**src/rtl/ldst_issue_queue.sv**
```systemverilog
// In-order memory issue queue: holds dispatched load/store ops until their operands
// arrive on the broadcast buses, then issues them from the head one per cycle to the LSU.
module ldst_issue_queue #(
  parameter int DEPTH = 4
) (
  input  logic        clk,
  input  logic        rst_n,
  input  logic        flush,
  input  logic        disp_valid,
  input  logic        disp_is_ld,
  input  logic [5:0]  disp_ROB,
  input  logic [15:0] disp_imm,
  input  logic        disp_base_rdy,
  input  logic [15:0] disp_base_val,
  input  logic [5:0]  disp_base_tag,
  input  logic        disp_data_rdy,
  input  logic [15:0] disp_data_val,
  input  logic [5:0]  disp_data_tag,
  output logic        disp_ready,
  input  logic        cdb0_valid,
  input  logic [5:0]  cdb0_ROB,
  input  logic [15:0] cdb0_data,
  input  logic        cdb1_valid,
  input  logic [5:0]  cdb1_ROB,
  input  logic [15:0] cdb1_data,
  input  logic        load_stall,
  output logic        is_ld,
  output logic [15:0] data,
  output logic [15:0] location,
  output logic [5:0]  ROBloc,
  output logic        input_valid
);

  localparam int PW = $clog2(DEPTH);

  typedef struct packed {
    logic        rdy;
    logic [15:0] val;
    logic [5:0]  tag;
  } opnd_t;

  logic [PW-1:0] head, tail;
  logic [PW:0]   count;
  logic          ent_valid [DEPTH];
  logic          ent_is_ld [DEPTH];
  logic [5:0]    ent_rob   [DEPTH];
  logic [15:0]   ent_imm   [DEPTH];
  opnd_t         ent_base  [DEPTH];
  opnd_t         ent_data  [DEPTH];

  opnd_t disp_base, disp_data;
  logic  disp_acc, eligible, issue;

  // Bus 0 has priority when both buses carry the awaited tag.
  function automatic opnd_t wake(input opnd_t o);
    opnd_t r;
    r = o;
    if (!o.rdy) begin
      if (cdb0_valid && o.tag == cdb0_ROB) begin
        r.rdy = 1'b1;
        r.val = cdb0_data;
      end else if (cdb1_valid && o.tag == cdb1_ROB) begin
        r.rdy = 1'b1;
        r.val = cdb1_data;
      end
    end
    return r;
  endfunction

  assign disp_base  = '{rdy: disp_base_rdy, val: disp_base_val, tag: disp_base_tag};
  assign disp_data  = '{rdy: disp_data_rdy, val: disp_data_val, tag: disp_data_tag};
  assign disp_ready = (count < (PW+1)'(DEPTH));
  assign disp_acc   = disp_valid && disp_ready && !flush;
  assign eligible   = ent_valid[head] && ent_base[head].rdy &&
                      (ent_is_ld[head] || ent_data[head].rdy);
  assign issue      = eligible && !load_stall && !flush;

  // Control state and LSU request registers
  always_ff @(posedge clk or negedge rst_n) begin
    if (!rst_n) begin
      head        <= '0;
      tail        <= '0;
      count       <= '0;
      is_ld       <= 1'b0;
      data        <= '0;
      location    <= '0;
      ROBloc      <= '0;
      input_valid <= 1'b0;
      for (int i = 0; i < DEPTH; i++) ent_valid[i] <= 1'b0;
    end else if (flush) begin
      head        <= '0;
      tail        <= '0;
      count       <= '0;
      input_valid <= 1'b0;
      for (int i = 0; i < DEPTH; i++) ent_valid[i] <= 1'b0;
    end else begin
      input_valid <= issue;
      if (issue) begin
        is_ld          <= ent_is_ld[head];
        data           <= ent_is_ld[head] ? 16'h0000 : ent_data[head].val;
        location       <= ent_base[head].val + ent_imm[head];
        ROBloc         <= ent_rob[head];
        ent_valid[head] <= 1'b0;
        head           <= head + PW'(1);
      end
      if (disp_acc) begin
        ent_valid[tail] <= 1'b1;
        tail            <= tail + PW'(1);
      end
      count <= count + (PW+1)'(disp_acc) - (PW+1)'(issue);
    end
  end

  // Entry payload: wakeup every cycle, dispatch write (with same-cycle bypass) at tail
  always_ff @(posedge clk) begin
    for (int i = 0; i < DEPTH; i++) begin
      ent_base[i] <= wake(ent_base[i]);
      ent_data[i] <= wake(ent_data[i]);
    end
    if (disp_acc) begin
      ent_is_ld[tail] <= disp_is_ld;
      ent_rob[tail]   <= disp_ROB;
      ent_imm[tail]   <= disp_imm;
      ent_base[tail]  <= wake(disp_base);
      ent_data[tail]  <= wake(disp_data);
    end
  end

endmodule

```
**config.mk**
```make
export PLATFORM = sky130hd
export DESIGN_NAME = ldst_issue_queue
export DESIGN_NICKNAME = d
export VERILOG_FILES = /design/src/rtl/ldst_issue_queue.sv
export SDC_FILE = /design/constraint.sdc
export NUM_CORES = 1
export LEC_CHECK = 0
export BUFFER_PORTS_ARGS = -buffer_cell sky130_fd_sc_hd__buf_4
export CORE_UTILIZATION = 55
export DETAILED_ROUTE_END_ITERATION = 10
export PLACE_DENSITY = 0.86
export REMOVE_ABC_BUFFERS = 1
export SETUP_SLACK_MARGIN = 0.15
export SYNTH_ARGS = -nofsm -noshare
export SYNTH_HDL_FRONTEND = slang
export SYNTH_SLANG_ARGS = --single-unit
```
**constraint.sdc**
```tcl
create_clock -name clk -period 3.71 [get_ports clk]
set_clock_uncertainty 0.15 [all_clocks]
set_input_delay 0.9275 -clock clk [delete_from_list [all_inputs] [get_ports clk]]
set_output_delay 0.9275 -clock clk [all_outputs]
set_load 0.05 [all_outputs]
```
== Word-level counts from Yosys, hierarchy flattened ==
Memories as Yosys holds them, arrays and structs flattened. A register that Yosys moved wholly into a read port is not among the register bits.
Index checks and enable logic that the tools add are counted.

* Register bits: 45
* Bits in writable memories: 276
* Input bits: 120
* Word-level logic and storage cells: 139
* Memories kept: 5

* Add/sub/neg operators: 5
* Order comparisons: 5
* Eq/ne operators: 20
* Mux-type cells: 52
* Bitwise logic cells: 6
* Reductions and logical operators: 35

{| class="wikitable"
|+ Memory list
! name !! depth !! bits a word !! rd ports !! clocked after memory_dff !! wr ports !! RTL line !! source
|-
| ent_base || 4 || 23 || 5 || 0 || 5 || 48 || <nowiki>opnd_t ent_base [DEPTH];</nowiki>
|-
| ent_data || 4 || 23 || 5 || 0 || 5 || 49 || <nowiki>opnd_t ent_data [DEPTH];</nowiki>
|-
| ent_imm || 4 || 16 || 1 || 0 || 1 || 47 || <nowiki>logic [15:0] ent_imm [DEPTH];</nowiki>
|-
| ent_rob || 4 || 6 || 1 || 1 || 1 || 46 || <nowiki>logic [5:0] ent_rob [DEPTH];</nowiki>
|-
| ent_is_ld || 4 || 1 || 1 || 0 || 1 || 45 || <nowiki>logic ent_is_ld [DEPTH];</nowiki>
|}

{| class="wikitable"
|+ Operators by type and width
! cell !! number
|-
| 17-bit two-way mux || 32
|-
| 6-bit == test || 20
|-
| 1-bit logical AND || 28
|-
| 16-bit adder || 1
|-
| 16-bit two-way mux || 1
|-
| 4-bit two-way mux || 4
|-
| 2-bit two-way mux || 4
|-
| 1-bit two-way mux || 7
|-
| 3-bit >= comparator (second input constant) || 2
|-
| 3-bit by 1-bit < comparator with 1-bit output (second input constant) || 2
|-
| 2-bit inverter with 3-bit output || 2
|-
| 2-bit by 1-bit adder with 2-bit output (second input constant) || 2
|-
| 4-bit AND || 1
|-
| 1-bit demux with 2-bit select || 2
|-
| 4-bit inverter || 1
|-
| 4-bit bitwise OR || 1
|-
| 2-bit nonzero test || 2
|-
| 3-bit by 1-bit adder with 3-bit output || 1
|-
| 1-bit zero test || 3
|-
| 3-bit < comparator (second input constant) || 1
|-
| 3-bit two-way mux || 1
|-
| 3-bit by 1-bit subtractor with 3-bit output || 1
|-
| 1-bit binary-select mux with 2-bit select || 1
|-
| 2-bit AND reduction || 1
|-
| other kinds (2) || 2
|}

== Longest topological paths before layout ==
* Depth in word-level cells: 13
* Mapped depth: 15

== Worst setup path after synthesis ==
No wires, ideal clock.

* Kind: input to register
* Start point: in cdb0_ROB[2]
* End point: mem ent_data[0][10] in the netlist's numbering, enable pin
* Setup time: 0.411 ns
* Arrival: 3.485 ns
* Required time: 3.149 ns
* Setup slack: -0.336 ns
* Stages on the path: 8
* Path buffers: 3
* Cells stage by stage: buf_2 xnor2_1 nand4_1 nor4_1 clkbuf_1 clkbuf_1 nor2_1 o21ai_0

{| class="wikitable"
|+ RTL lines
! what !! RTL line !! source
|-
| from (decl) || 21 || <nowiki>input logic [5:0] cdb0_ROB,</nowiki>
|-
| to (decl) || 49 ||
|}

== Final worst setup path ==
* Start point: reg head[0]
* End point: reg location[15]

* Word-level cells in the longest chain between the ends: 9

{| class="wikitable"
|+ RTL lines
! what !! RTL line !! source
|-
| from (decl) || 42 || <nowiki>logic [PW-1:0] head, tail;</nowiki>
|-
| from (signal assigned) || 104 || <nowiki>head <= head + PW'(1);</nowiki>
|-
| branches (longest 9 deep; another with memory 4 x 23 bit) || n/a ||
|-
| to (signal assigned) || 101 || <nowiki>location <= ent_base[head].val + ent_imm[head];</nowiki>
|-
| to (decl) || 29 || <nowiki>output logic [15:0] location,</nowiki>
|}

Several ways; the timed one is not identified. The select of a mux whose other input is x is not followed.
A chain may end at the register's enable or synchronous reset.

==> metrics.csv <==
stage;metric;value;unit
detailed_routing;drt initial violations;2174;
critical_path;Arrival @ worst endpoint;3.81;ns
detailed_routing;drt total wl;58500;um
place;Place WS;0.0975;ns
critical_path;worst r2r dst;location[15];
critical_path;Buf/Inv on CP;1;
place;placed cells;2142;
run;max-cap violations;0;
final_layout;P&R area growth vs syn;16.4;%
die;Die Area;0.0343;sq mm
cts;Worst-Skew Late Latency;0.54;ns
synthesis;flop and latch count out of synthesis;327;
critical_path;critical-path maximum fanout;15;
synthesis;post-synthesis instance total;1604;
cts;total clock buffers created by CTS;36;
global_route;GR Layer Usage met1;43.9;%
power_and_ir_drop;PD cells;582;mW/mm^2
power_and_ir_drop;Comb pwr share;31.5;%
status;status;finished, final reports clean;
detailed_routing;DRC Markers;0;
timing;Hold Fails Final Rpt;0;
critical_path;R2R cell count;9;
critical_path;critical path class;reg2reg;
synthesis;number of synthesized flops with an enable pin;268;
timing;period utilisation layout;93.9;%
cts;CTS Sinks;327;
global_route;most used routing layer in global routing;met2;
final_layout;final core occ;65.5;%
power_and_ir_drop;Pwr Total;12.5;mW
die;chip height;185;um
power_and_ir_drop;Internal Dissipation;8.18;mW
timing;Final Critical Period;3.48;ns
critical_path;CP Capture Type;register;
synthesis;post-synth top area cell;edfxtp_1;
detailed_routing;DR vias;15200;
global_route;first-pass GRT wire length;87400;um
detailed_routing;antenna viol nets, final;0;
timing;RSZ-0062 raised after global routing;no;
critical_path;r2r setup slk;0.23;ns
power_and_ir_drop;Clock Power Share;29.8;%
power_and_ir_drop;VDD IR-drop max;0.481;mV
global_route;global-route usage over all layers;34.3;%
cts;CTS Hold Bufs;0;
critical_path;Critical Path RT;4.03;ns
cts;H-tree depth;2;
timing;slack of the critical path;0.228;ns
place;DPL Wire Length;39000;um
place;Port Buffers;160;
worst_hold_path;Min-Delay Path Class;in2async;
timing;Least-Margin Pin Slew;0.960;ns
synthesis;Syn Area/Cell;11.5;sq um
final_layout;share of layout cells above drive strength 1;23.1;%
global_route;vias in the first global route;15200;
detailed_routing;first drt pass iteration count;10;
critical_path;worst setup path start;head[0];
synthesis;post-synth cell types;62;
global_route;routing usage on met2;54.4;%
power_and_ir_drop;sw frac;34.6;%
critical_path;slowest stage cell, crit path;dfrtp_4;
timing;Max-Slew Margin vs Limit;36.0;%
synthesis;Netlist Area Pre-Place;0.0184;sq mm
detailed_routing;WL per Instance;26.4;um
global_route;gr ovfl total;0;
cts;clock slew at reported path FFs;0.06;ns
critical_path;family with the most delay on the worst path;simple AND/OR/NAND/NOR gates;
global_route;initial antenna violation count;1;
timing;WHS;0.302;ns
power_and_ir_drop;Switch Pwr;4.33;mW
timing;# setup viols final;0;
cts;Root Buffer;clkbuf_16;
detailed_routing;vias per cell;6.85;
synthesis;Async SR Flop Fraction;15.6;%
die;Cell Rows;66;
critical_path;reg2reg start;head[0];
cts;CTS tree;yes;
synthesis;ys flop type;edfxtp_1;
critical_path;Startpoint Class;register;
die;Ports;161;
power_and_ir_drop;leakage;7.76;nW
die;Core Area;0.0328;sq mm
timing;max-slew violation count;0;
synthesis;Yosys top cell area share;43.6;%
synthesis;synthesis warning total;0;
global_route;largest net degree at the start of global routing;69;
critical_path;Crit path largest cell delay;0.61;ns
die;Die X;185;um
synthesis;main area contributors after synthesis;edfxtp_1 (44%), dfrtp_1 (6.9%), mux4_2 (6.6%);
final_layout;fin cells;2217;
global_route;met3 usage;8.97;%
cts;CTS Buffer Depth;3;
timing;Setup TNS Final;0;ns
final_layout;Layout Nets;1894;
place;routability congestion estimate;0.953;
place;Placed Area;0.0202;sq mm
timing;Max Fclk;287;MHz
power_and_ir_drop;sequential power share;38.7;%
synthesis;Seq/Total Area, Yosys;51.4;%
critical_path;crit-path cells;buf_4 -> mux4_2 -> ha_1 -> o211ai_1 -> o211ai_1 -> nand3_1 -> o31a_1 -> or4_1 -> nand3_1;
die;Initial Util;56.3;%
final_layout;cell area after layout;0.0215;sq mm
==> sequential cells by signal, indices dropped and copies added, names as in the netlist <==
| signal | flops |
|---|---|
| ent_base | 92 |
| ent_data | 92 |
| ent_imm | 64 |
| ent_rob | 24 |
| data | 16 |
| location | 16 |
| ROBloc | 6 |
| ent_is_ld | 4 |
| ent_valid | 4 |
| count | 3 |
| head | 2 |
| tail | 2 |
| input_valid | 1 |
| is_ld | 1 |
==> power groups by stage <==
stage | clock network (mW) | registers [mW] | logic (mW)
after CTS | 3.72 | 4.85 | 3.83
final | 3.72 | 4.84 | 3.94
after detailed placement | 0 | 4.93 | 3.77
after global placement | 0 | 4.90 | 3.64
after global routing | 3.86 | 4.89 | 4.13
after floorplan | 0 | 5.59 | 1.64
==> layout by cell type, fill, tap and decap left out, types with 46 or more instances in the layout <==
master / n
nand3_1: 95
xor2_1: 64
buf_4: 245
nand2_1: 121
dfrtp_1: 49
o21ai_0: 53
a21oi_1: 85
nor2_1: 99
xnor2_1: 77
edfxtp_1: 268
a211o_1: 46
mux4_2: 54
==> logic make-up after synthesis <==
kind of cell               count (synthesis)  share of synthesized area, %
and+or+nand+nor                          463                          12.4
AOI/OAI and AO/OA                        371                          14.2
buffers and inverters                    181                          4.54
DFF                                      327                          51.4
muxes                                     94                          8.82
adders and majority gates                 27                          1.91
xor gates and xnor gates                 141                          6.70
==> Yosys cell counts, types with 4 or more instances <==
| cell | n |
|---|---|
| a211o_1 | 46 |
| a211oi_1 | 4 |
| a21oi_1 | 85 |
| a221o_1 | 35 |
| a22oi_1 | 34 |
| a2bb2oi_1 | 5 |
| a31o_1 | 4 |
| a31o_2 | 13 |
| a31oi_1 | 18 |
| a32oi_1 | 21 |
| and2_1 | 6 |
| and3_1 | 6 |
| buf_1 | 8 |
| buf_2 | 30 |
| buf_4 | 6 |
| buf_6 | 13 |
| clkbuf_1 | 87 |
| dfrtp_1 | 51 |
| dfxtp_1 | 8 |
| edfxtp_1 | 268 |
| ha_1 | 25 |
| inv_1 | 34 |
| mux2_2 | 8 |
| mux2i_1 | 32 |
| mux4_2 | 54 |
| nand2_1 | 122 |
| nand2b_1 | 32 |
| nand3_1 | 95 |
| nand4_1 | 23 |
| nor2_1 | 99 |
| nor2b_1 | 4 |
| nor3_1 | 42 |
| nor4_1 | 10 |
| nor4_2 | 8 |
| o211ai_1 | 17 |
| o21ai_0 | 61 |
| o21ai_1 | 11 |
| or4_1 | 5 |
| xnor2_1 | 77 |
| xor2_1 | 64 |
==> per-layer routing <==
layer / wire length, um / vias to the layer above
met2: 26900 / 1281
met5: 0 / -
met3: 7800 / 294
met1: 20700 / 7267
li1: - / 6355
met4: 3110 / 0
==> cell type report <==
cell class	count	area (sq um)
well taps	442	553
clock buffers	48	997
repair buffers	249	1930
clock inverters	17	218
flip-flops and latches	327	9490
inverters	37	139
fillers	2369	11300
multi-input cells	1096	8140
diodes	1	2.50
==> worst max-delay path by stage <==
stage          cells after the start            to  slack (ns)
5_1_grt                            9  location[15]        0.15
3_5_place_dp                       9  location[15]         0.1
3_3_place_gp                       8  location[15]        0.26
6_report                           9  location[15]        0.23
2_1_floorplan                     13      count[2]       -2.34
4_1_cts                            9  location[15]        0.23
==> what timing repair did <==
item	CTS	global route
setup buffers	1	8
pin swaps	0	0
resized for setup	0	1
cloned	0	0
endpoints found under the setup margin	1	3
(Power assumes the default switching activity.)
